$ cat src/rtl/chacha20_byte_packer.sv
// Packs an 8-bit byte stream into 32-bit little-endian words with a byte-enable, ahead of the ChaCha20 cores.
// Optional feature: define CHACHA20_PACKER_COUNT_EN to add the msg_bytes / msg_done message-length ports.
module chacha20_byte_packer #(
  parameter logic [7:0] PAD_BYTE = 8'h00
) (
  input  logic        clk,
  input  logic        rst_n,
  input  logic [7:0]  in_data,
  input  logic        in_valid,
  input  logic        in_last,
  output logic        in_ready,
  output logic [31:0] out_data,
  output logic        out_valid,
  output logic        out_last,
  output logic [3:0]  out_keep,
`ifdef CHACHA20_PACKER_COUNT_EN
  output logic [31:0] msg_bytes,
  output logic        msg_done,
`endif
  input  logic        out_ready
);

  typedef enum logic [0:0] {
    ST_EMPTY = 1'b0,
    ST_FILL  = 1'b1
  } state_t;

  state_t      state_r;
  logic [1:0]  cnt_r;
  logic [23:0] acc_r;
  logic        accept_s;
  logic        emit_s;
  logic        hs_s;
  logic [31:0] word_s;
  logic [3:0]  keep_s;

  // A byte can only be stalled while a finished word is still waiting downstream.
  assign in_ready = !out_valid | out_ready;

  // Handshake decode and assembly of the candidate word: lanes above the incoming byte are padded.
  always_comb begin
    accept_s = in_valid & in_ready;
    emit_s   = accept_s & ((cnt_r == 2'd3) | in_last);
    hs_s     = out_valid & out_ready;
    word_s   = {PAD_BYTE, PAD_BYTE, PAD_BYTE, PAD_BYTE};
    keep_s   = 4'b0000;
    if (state_r == ST_EMPTY) begin
      word_s[7:0] = in_data;
    end else begin
      word_s[7:0] = acc_r[7:0];
    end
    if (cnt_r > 2'd1) begin
      word_s[15:8] = acc_r[15:8];
    end else if (cnt_r == 2'd1) begin
      word_s[15:8] = in_data;
    end else begin
      word_s[15:8] = PAD_BYTE;
    end
    if (cnt_r == 2'd3) begin
      word_s[23:16] = acc_r[23:16];
      word_s[31:24] = in_data;
    end else if (cnt_r == 2'd2) begin
      word_s[23:16] = in_data;
      word_s[31:24] = PAD_BYTE;
    end else begin
      word_s[23:16] = PAD_BYTE;
      word_s[31:24] = PAD_BYTE;
    end
    case (cnt_r)
      2'd0:    keep_s = 4'b0001;
      2'd1:    keep_s = 4'b0011;
      2'd2:    keep_s = 4'b0111;
      2'd3:    keep_s = 4'b1111;
      default: keep_s = 4'b0000;
    endcase
  end

  // Lane FSM, accumulator and output word register.
  always_ff @(posedge clk or negedge rst_n) begin
    if (!rst_n) begin
      state_r   <= ST_EMPTY;
      cnt_r     <= 2'd0;
      acc_r     <= 24'h000000;
      out_data  <= 32'h00000000;
      out_valid <= 1'b0;
      out_last  <= 1'b0;
      out_keep  <= 4'b0000;
    end else begin
      if (accept_s) begin
        if (emit_s) begin
          state_r <= ST_EMPTY;
          cnt_r   <= 2'd0;
          acc_r   <= {PAD_BYTE, PAD_BYTE, PAD_BYTE};
        end else begin
          state_r <= ST_FILL;
          cnt_r   <= cnt_r + 2'd1;
          case (cnt_r)
            2'd0:    acc_r[7:0]   <= in_data;
            2'd1:    acc_r[15:8]  <= in_data;
            2'd2:    acc_r[23:16] <= in_data;
            default: acc_r        <= acc_r;
          endcase
        end
      end
      // A new word overrides the clear, so back-to-back words keep out_valid high.
      if (emit_s) begin
        out_data  <= word_s;
        out_valid <= 1'b1;
        out_last  <= in_last;
        out_keep  <= keep_s;
      end else if (hs_s) begin
        out_valid <= 1'b0;
        out_last  <= 1'b0;
        out_keep  <= 4'b0000;
      end
    end
  end

`ifdef CHACHA20_PACKER_COUNT_EN
  logic [31:0] run_cnt_r;
  logic [31:0] pend_cnt_r;
  logic [31:0] msg_bytes_r;

  assign msg_done  = hs_s & out_last;
  // The pending length travels with the final word so msg_bytes is already correct in the msg_done cycle.
  assign msg_bytes = msg_done ? pend_cnt_r : msg_bytes_r;

  // Running byte count per message and the length of the most recently completed message.
  always_ff @(posedge clk or negedge rst_n) begin
    if (!rst_n) begin
      run_cnt_r   <= 32'd0;
      pend_cnt_r  <= 32'd0;
      msg_bytes_r <= 32'd0;
    end else begin
      if (accept_s) begin
        if (in_last) begin
          pend_cnt_r <= run_cnt_r + 32'd1;
          run_cnt_r  <= 32'd0;
        end else begin
          run_cnt_r  <= run_cnt_r + 32'd1;
        end
      end
      if (msg_done) begin
        msg_bytes_r <= pend_cnt_r;
      end
    end
  end
`endif

endmodule
$ cat config.mk
export PLATFORM = sky130hd
export DESIGN_NAME = chacha20_byte_packer
export DESIGN_NICKNAME = d
export VERILOG_FILES = /design/src/rtl/chacha20_byte_packer.sv
export SDC_FILE = /design/constraint.sdc
export NUM_CORES = 1
export LEC_CHECK = 0
export CAP_MARGIN = 5
export CORE_UTILIZATION = 40
export DETAILED_ROUTE_END_ITERATION = 8
export GPL_TIMING_DRIVEN = 1
export PLACE_DENSITY_LB_ADDON = 0.1
export SLEW_MARGIN = 15
export SYNTH_ARGS = -nofsm -noshare
export SYNTH_HDL_FRONTEND = slang
export SYNTH_SLANG_ARGS = --single-unit
export TNS_END_PERCENT = 20
$ cat constraint.sdc
create_clock -name clk -period 2.16 [get_ports clk]
set_input_delay 0.54 -clock clk [delete_from_list [all_inputs] [get_ports clk]]
set_output_delay 0.54 -clock clk [all_outputs]
set_load 0.02 [all_outputs]
==> results of run 1 <==
==> worst max-delay path by stage <==
stage,start,end,slack (ns),cells past startpoint
floorplan,cnt_r[0]$_DFFE_PN0P_,out_data[10]$_DFFE_PN0P_,0.45,6
global placement,out_ready,in_ready,-0.12,3
detailed placement,out_ready,in_ready,-0.12,3
CTS,out_ready,in_ready,0.15,3
global route,out_ready,in_ready,0.08,3
finish,out_ready,in_ready,0.16,3
==> layer usage <==
layer  track usage, %  routed length, um  vias to the layer above
met2             26.3               2790                       38
met4             8.18                 27                        0
met3             4.43                222                        2
li1                 -                  -                      909
met5                0                  0                        -
met1             26.9               3080                      977
==> flip-flops by register name, indices dropped and copies added, names as in the netlist <==
name,flops
acc_r,24
out_last,1
out_keep,4
state_r,1
cnt_r,2
out_data,32
==> logic make-up after synthesis <==
group / Yosys count / synth area share, %
AOI/OAI and AO/OA: 53 / 15.8
adders and majority gates: 5 / 2.24
DFF: 64 / 57.4
muxes: 38 / 15.2
buffers and inverters: 20 / 3.76
and+or+nand+nor: 34 / 5.65
==> synthesized netlist by cell type (all sizes together) <==
cell type  number
inv             3
a21o            1
buf            13
ha              5
nor2            2
nor3            1
mux2           34
mux2i           4
nand2          24
nor2b           1
dfrtp          64
o311ai          3
clkbuf          4
nand2b          1
nand3b          1
and3            1
a32o            1
a22o           40
and4            3
o21ai           8
==> worst register-to-register path: stages, from the launching register on <==
cell and delay [ns]:
dfrtp_1 0.44, ha_1 0.28, o311ai_1 0.91, a22o_1 0.25
==> per-stage QoR <==
stage	setup TNS (ns)	worst slack [ns]	util, %	instance area (um^2)
finish	0	0.158	53.5	3610
global route	0	0.0788	53.5	3610
CTS	0	0.147	53.5	3610
detailed placement	-1.61	-0.117	50.9	3440
global placement	-0.933	-0.121	50.9	3440
floorplan	0	0.446	-	2790
==> power by group through the flow <==
stage | Sequential (W) | Combinational (W) | Clock, W
global placement | 0.00179 | 0.00164 | 0
global route | 0.00182 | 0.00177 | 0.000999
CTS | 0.00178 | 0.00166 | 0.000953
detailed placement | 0.00179 | 0.00166 | 0
floorplan | 0.00203 | 0.000692 | 0
finish | 0.00177 | 0.00164 | 0.000918
==> layout make-up <==
class,instances,share of cell area (%)
flip-flops and latches,64,44.3
multi-input cells,130,30.0
repair buffers,66,17.8
clock buffers,12,4.30
well taps,80,2.77
clock inverters,3,0.485
inverters,3,0.312
==> what timing repair did <==
| action | 4_1_cts | 5_1_grt |
|---|---|---|
| endpoints found under the setup margin | 1 | 0 |
| hold buffers | 0 | 0 |
| gates resized for setup | 1 | 0 |
| hold endpoints to repair | 0 | 0 |
==> impl_results.md, run 1 <==
* Worst Tran Pin Value at approximately 1.0 ns
* Antenna Cells at 0
* Synthesized netlist cell count at 214
* Core box area at 6760 um^2
* Reg-to-reg startpoint: cnt_r[0]$_DFFE_PN0P_
* CP Buf/Inv Count at 2
* Clk slew on worst S/H paths at 0.07 ns
* Slew Limit Headroom at 29.1%
* Grt ovf at 0
* Multi-input gate area at 1080 um^2
* Reg power frac at 40.9%
* Post-Route Skew at roughly 0.012 ns
* Port Buffers at 51
* Sw power at about 0.0014 W
* Hold Crit Class: input pin to async pin
* DIE HEIGHT at roughly 86 um
* TritonCTS clock tree: built
* Startpoint types: input pin
* RSZ-0062 raised after global routing: no
* H-tree Lvls at 3
* Hpwl dp at 3970 um
* Starting Density at 41.3%
* Leakage dissipation at approximately 1.7 nW
* Drt via density at 5.38
* Total GRT Usage at ~18%
* FF-to-FF setup slack at 0.22 ns
* Post-synth top area share at 57.4%
* DR WL/cell at 17.1 um
* Die area at roughly 7300 um^2
* CTS Buf Count at 9
* FF+latch area at 1600 um^2
* CP Data Required Time at approximately 1.6 ns
* Largest area contributor in the netlist: dfrtp_1
* Warnings from Yosys at 0
* Residual DRC count at 0
* Register bit count reported by yosys at 64
* Via count at just under 2000
* First-pass GRT wire length at 10200 um
* GPL Wtd Cong at 0.713
* Row Count at 30
* CTS sink cnt at 64
* Root Buffer: clkbuf_8
* Final period utilization at 92.7%
* Clock Power Share at 21.2%
* CP arrival at 1.46 ns
* Crit path kind: input pin to output pin
* Cell family with most CP delay: buffers and inverters
* Layout Cells excl Fill at 358
* Count of pins over their slew limit at 0
* Iter 0 DRT Violations at 92
* Sw frac at 33.5%
* CP max FO at 2
* Die Wd at 85.5 um
* Final setup fails at 0
* Post-Place Cells at 343
* Nets@finish at between 200 and 300
* Number of global-route vias before repair at 1890
* Commonest non-fill, non-tap cells in the layout: 64 x dfrtp_1, 49 x clkdlybuf4s50_1, 40 x a22o_1, 33 x mux2_2, 24 x nand2_1
* Worst setup EP type: output pin
* Total wire length at 6120 um
* Cell area after synthesis at around 2800 um^2
* Reg2reg end: acc_r[11]$_DFFE_PN0P_
* Syn Nets at 232
* Pwr per Cell Area at roughly 1200 nW/um^2
* Layout area overhead at 29.4%
* Leading cell type in the layout, fill and taps excluded: dfrtp_1
* Fillers at 616
* Seq/Total Area, Yosys at 57.4%
* Total power at ~0.0043 W
* Initial antenna violation count at 0
* Critical path's largest stage delay at 0.47 ns
* Comb pwr share at 37.9%
* Detailed Routing Iterations Pass 1 at 4
* CP cell instances: clkdlybuf4s50_1 > nand2b_1 > dlygate4sd2_1
* Worst-Skew Late Latency at 0.34 ns
* Final hold violation count at 0
* Synth cell types at 26
* Hold WS at 0.198 ns
* Crit path max-delay cell type: clkdlybuf4s50_1
* Largest net degree at the start of global routing at between 60 and 70
* Worst vdd ir at about 0.55 mV
* Max Buffers Root-to-Sink at 2
* Maxcap violations at 0
* Layout cell share with drive strength beyond 1 at 23.4%
* Io pins at 52
* R2R depth at 3
* Min Clock Period, post-route at about 2 ns
* Int Pwr at 0.00288 W
* Setup bufs post-CTS at 0
* Most area-consuming cells after synthesis: dfrtp_1 57%, mux2_2 13%, a22o_1 13%, nand2_1 3.2%, ha_1 2.2%
* Post-route ant nets at 0
* Max frequency at 500 MHz
* Status: finished, final reports clean
* Syn avg cell area at 13.0 um^2
(Power assumes the default switching activity.)
==> inputs of run 2 (changes only) <==
--- a/config.mk
+++ b/config.mk
@@ -6,7 +6,7 @@
 export NUM_CORES = 1
 export LEC_CHECK = 0
 export CAP_MARGIN = 5
-export CORE_UTILIZATION = 40
+export CORE_UTILIZATION = 50
 export DETAILED_ROUTE_END_ITERATION = 8
 export GPL_TIMING_DRIVEN = 1
 export PLACE_DENSITY_LB_ADDON = 0.1
==> run 2 against run 1 <==
Compared with the run above:
- routed wire length shrank 3.2%
- design area hardly changed
- sequential cell count unchanged
- critical path type unchanged
- critical endpoint unchanged
==> impl_results.md, run 2 (synthesis gave the netlist of run 1 again) <==
* Place WS at -0.130 ns (-0.0127 ns)
* Io pins at 52 (unchanged)
* Final hold violation count at 0 (unchanged)
* Detailed Routing Iterations Pass 1 at 4 (unchanged)
* Final setup fails at 0 (unchanged)
* CTS Buf Count at 9 (unchanged)
* Critical path's largest stage delay at 0.47 ns (about the same)
* CP max FO at 2 (unchanged)
* Instance count on the critical path at 3 (unchanged)
* Commonest non-fill, non-tap cells in the layout: 64 x dfrtp_1, 49 x clkdlybuf4s50_1, 40 x a22o_1, 33 x mux2_2, 24 x nand2_1
* Maxcap violations at 0 (unchanged)
* Die Wd at 76.7 um (-10%)
* Crit path kind: input pin to output pin
* Antenna Cells at 0 (unchanged)
* Die area at 5890 um^2 (-20%)
* H-tree Lvls at 3 (unchanged)
* Finished Cell Area at 3610 um^2 (about the same)
* Starting Density at 53.3% (+12 points)
* Post-route ant nets at 0 (unchanged)
* Status: finished, final reports clean
* Layout area overhead at 29.4% (about the same)
* Nets@finish at 290 (-0.68%)
* Number of global-route vias before repair at 1881 (-0.48%)
* Setup bufs post-CTS at 0 (unchanged)
* Port Buffers at 51 (unchanged)
* RSZ-0062 raised after global routing: no
* # hold bufs at CTS at 0 (unchanged)
* TritonCTS clock tree: built
* Final period utilization at 92.9% (+0.28 points)
* Initial antenna violation count at 0 (unchanged)
* Worst setup EP type: output pin
* Iter 0 DRT Violations at 88 (-4.3%)
* Cell family with most CP delay: buffers and inverters
* Core box area at 5240 um^2 (-22%)
* Worst Tran Pin Value at 0.926 ns (-0.120 ns)
* Slew Limit Headroom at 37.3% (+8.1 points)
* Largest net degree at the start of global routing at 65 (unchanged)
* Pwr per Cell Area at 1230 nW/um^2 (+2.5%)
* Setup TNS Final at 0 ns (unchanged)
* CTS sink cnt at 64 (unchanged)
* Min Clock Period, post-route at 2.01 ns (+0.00595 ns)
* CP arrival at 1.47 ns (about the same)
* Via count at 1931 (+0.26%)
* Hold WS at 0.206 ns (+0.00797 ns)
* R2R depth at 3 (unchanged)
* Total GRT Usage at 22.8% (+4.4 points)
* Startpoint types: input pin
* Max frequency at 498 MHz (-0.30%)
* Root Buffer: clkbuf_8
* Placed Area at 3410 um^2 (-0.80%)
* Leading cell type in the layout, fill and taps excluded: dfrtp_1
* Row Count at 26 (-13%)
* Post-Place Cells at 331 (-3.5%)
* Grt ovf at 0 (unchanged)
* DR WL/cell at 17.1 um (-0.10%)
* Max Buffers Root-to-Sink at 2 (unchanged)
* Worst vdd ir at 0.692 mV (+25%)
* Layout cell share with drive strength beyond 1 at 22.7% (-0.64 points)
* Top Registers: out_data x32, acc_r x24, out_keep x4
* Layout Cells excl Fill at 347 (-3.1%)
* Drt via density at 5.56 (+3.4%)
* First-pass GRT wire length at 9920 um (-2.5%)
* CP Data Required Time at 1.62 ns (about the same)
* Residual DRC count at 0 (unchanged)
* Count of pins over their slew limit at 0 (unchanged)
* Post-Route Skew at 0.00544 ns (-0.00674 ns)
* Crit path max-delay cell type: clkdlybuf4s50_1
* Worst-Skew Late Latency at 0.33 ns (about the same)
* Hold Crit Class: input pin to async pin
* Most flops, register: out_data
* DIE HEIGHT at 76.7 um (-10%)
* CP Buf/Inv Count at 2 (unchanged)
* Largest register FFs at 32 (unchanged)
* GPL Wtd Cong at 0.795 (+12%)
* Leakage dissipation at 1.69 nW (+0.36%)
* Hpwl dp at 3910 um (-1.6%)
* Clk slew on worst S/H paths at 0.07 ns (about the same)
* CP cell instances: clkdlybuf4s50_1 > nand2b_1 > dlygate4sd2_1
* Total wire length at 5920 um (-3.2%)
* Post-route worst setup slack at 0.153 ns (-0.00595 ns)
## run 2: timing repair
item,4_1_cts,5_1_grt
endpoints found under the setup margin,1,0
resized for setup,1,0
endpoints found under the hold margin,0,0
## run 2: power breakdown
| group | switching (W) | internal [W] | total, W |
|---|---|---|---|
| clock | 0.000432 | 0.000593 | 0.00103 |
| combinational | 0.000789 | 0.000860 | 0.00165 |
| sequential | 0.000211 | 0.00156 | 0.00177 |
| total | 0.00143 | 0.00301 | 0.00444 |
## run 2: path summary, 6_finish.rpt
check / endpoint / slack, ns / start
min in group clk: acc_r[4]$_DFFE_PN0P_ / 0.50 / acc_r[4]$_DFFE_PN0P_
hold reg to reg: acc_r[4]$_DFFE_PN0P_ / 0.50 / acc_r[4]$_DFFE_PN0P_
setup reg to reg: acc_r[13]$_DFFE_PN0P_ / 0.27 / cnt_r[0]$_DFFE_PN0P_
max in group asynchronous: acc_r[7]$_DFFE_PN0P_ / 1.68 / rst_n
setup / recovery: in_ready / 0.15 / out_ready
hold / removal: out_data[23]$_DFFE_PN0P_ / 0.21 / rst_n
## run 2: through the flow
step / power [W] / util (%)
after floorplan: 0.00272 / -
after global placement: 0.00342 / 65.2
after detailed placement: 0.00344 / 65.2
after CTS: 0.00448 / 68.9
after global routing: 0.00469 / 68.9
final: 0.00444 / 68.9
## run 2: routing by layer
metal  track usage, %  part of all wire, %  up-vias
li1                 -                    -      901
met5                0                    0        -
met4             12.1                  1.5        0
met1             31.7                   47      973
met2             33.8                   46       49
met3             4.64                  5.2        8
## run 2: layout make-up
| cell class | count | area (um^2) |
|---|---|---|
| clock buffer | 13 | 159 |
| timing repair buffer | 64 | 627 |
| fill | 394 | 1630 |
| tap | 70 | 87.6 |
| sequential | 64 | 1600 |
| inverter | 3 | 11.3 |
| clock inverter | 3 | 40.0 |
| multi-input combinational | 130 | 1080 |
==> inputs of run 3 (changes only) <==
--- a/config.mk
+++ b/config.mk
@@ -7,6 +7,7 @@
 export LEC_CHECK = 0
 export CAP_MARGIN = 5
 export CORE_UTILIZATION = 50
+export CTS_CLUSTER_SIZE = 14
 export DETAILED_ROUTE_END_ITERATION = 8
 export GPL_TIMING_DRIVEN = 1
 export PLACE_DENSITY_LB_ADDON = 0.1
==> results of run 3 <==
Same layout as run 2: the final DEF is identical, and so are final timing and power.
==> variant, RTL diff (config.mk and constraints of run 3) <==
Build with the macro `CHACHA20_PACKER_COUNT_EN` defined.
--- a/src/rtl/chacha20_byte_packer.sv
+++ b/src/rtl/chacha20_byte_packer.sv
@@ -1,4 +1,6 @@
 // Packs an 8-bit byte stream into 32-bit little-endian words with a byte-enable, ahead of the ChaCha20 cores.
 // Optional feature: define CHACHA20_PACKER_COUNT_EN to add the msg_bytes / msg_done message-length ports.
+`define CHACHA20_PACKER_COUNT_EN
+
 module chacha20_byte_packer #(
   parameter logic [7:0] PAD_BYTE = 8'h00
Function (old outputs only; new: msg_bytes and msg_done): kept (equiv_simple and equiv_induct, registers matched by name and starting in step).
==> variant against run 3 <==
The run now ends with negative setup slack left; synthesized area increased to 2.5 times the old value; non-clock buffer count increased by 70; setup slack got worse by 0.28 ns; synthesized cell count increased to 3.1 times the old value; wire length increased to 2.8 times the old value; total power increased by 85%; sequential cell count increased by 96; design area increased to 2.6 times the old value; largest power group unchanged.
==> variant: results (changes against run 3) <==
STATUS='complete, but fails checks'
FAILED_CHECKS='negative setup slack'
GRT_PASS1_VIAS=5381  # +190%
FINAL_SETUP_SKEW_NS=0.01097  # +0.005529 ns
AREA_TAKEN_BY_MULTI_INPUT_LOGIC_GATES_UM2=3004  # +180%
FINAL-SETUP-VIOL-COUNT=29  # +29
LAYOUT.FILLER_CELLS=1110  # +180%
INV_COUNT=10  # +7
SETUP_SLACK_PLACEMENT_NS=-0.6605  # -0.5307 ns
CLOCKPOWERSHARE_PCT=35.5  # +12 points
VIASPERCELL=5.625  # +1.1%
NETLIST-CELL-TYPE-COUNT=47  # +81%
POWER_LEAKAGE_nW=4.330  # +160%
PATH_MAX_FANOUT=8  # +6
FINALINSTANCEAREA_UM2=9246  # +160%
DPL_CELL_AREA_UM2=8376  # +150%
FINAL_CRITICAL_PATH_SETUP_SLACK_NS=-0.1265  # -0.2790 ns
PLACE_INST=919  # +180%
GRTUSAGETOTAL_PCT=24.80  # +2.0 points
INTERNAL-POWER_mW=5.944  # +98%
CLOCK_LATENCY_NS=0.43  # +0.10 ns
CTSHTREEMAXLEVEL=4  # +1
ADDER_CELL_SHARE_OF_THE_SYNTHESIZED_AREA_PCT=0.8800  # -1.4 points
POST-DP-HPWL_UM=10810  # +180%
DETAILROUTE.WIRELENGTH.MET2_UM=8060  # +200%
LAYOUT.COMB_GATES.MULTI_INPUT=446  # +240%
CAPTURE_POINT_OF_THE_WORST_REG_TO_REG_PATH='pend_cnt_r[16]'
TIMING_STARTPOINT_OF_THE_CRITICAL_PATH='out_keep[0]'
TIMING.REG2REG.SETUP_SLACK_NS=0.21  # -0.06 ns
DRTITER0DRC=277  # +210%
DESIGN.FINAL.NETS=787  # +170%
MET2_GRT_UTIL_PCT=39.43  # +5.7 points
SYN_INST=660  # +210%
==> variant: cell count changes after synthesis, moves of 8 or more <==
| cell | run 3 | this run |
|---|---|---|
| sky130_fd_sc_hd__a21oi_1 | 0 | 19 |
| sky130_fd_sc_hd__a221oi_1 | 0 | 8 |
| sky130_fd_sc_hd__clkbuf_1 | 4 | 27 |
| sky130_fd_sc_hd__dfrtp_1 | 64 | 160 |
| sky130_fd_sc_hd__nand2_1 | 24 | 90 |
| sky130_fd_sc_hd__nand3_1 | 0 | 19 |
| sky130_fd_sc_hd__nor2_1 | 1 | 40 |
| sky130_fd_sc_hd__o21ai_0 | 8 | 70 |
| sky130_fd_sc_hd__o21ai_1 | 0 | 13 |
| sky130_fd_sc_hd__o31ai_1 | 0 | 16 |
| sky130_fd_sc_hd__xnor2_1 | 0 | 11 |
| sky130_fd_sc_hd__xor2_1 | 0 | 19 |
==> variant: through the flow <==
step / total power, mW / setup TNS, ns
detailed placement: 5.211 / -51.74
global route: 8.587 / -4.501
CTS: 8.259 / -3.392
finish: 8.217 / -3.011
global placement: 5.158 / -47.18
floorplan: 4.422 / 0
==> variant: critical path: stages, from the launching register on <==
cell and delay (ns):
sky130_fd_sc_hd__dfrtp_1 0.41, sky130_fd_sc_hd__nand3_4 0.15, sky130_fd_sc_hd__buf_6 0.16, sky130_fd_sc_hd__buf_16 0.14, sky130_fd_sc_hd__mux2_4 0.32, sky130_fd_sc_hd__buf_6 0.13
==> variant: kinds of logic after synthesis <==
kind of cell,count (synthesis)
multiplexers,41
AND/OR/NAND/NOR,190
XOR/XNOR,30
AO/OA/AOI/OAI,180
flip-flops,160
buffers and inverters,54
adder cells (fa/ha/maj),5
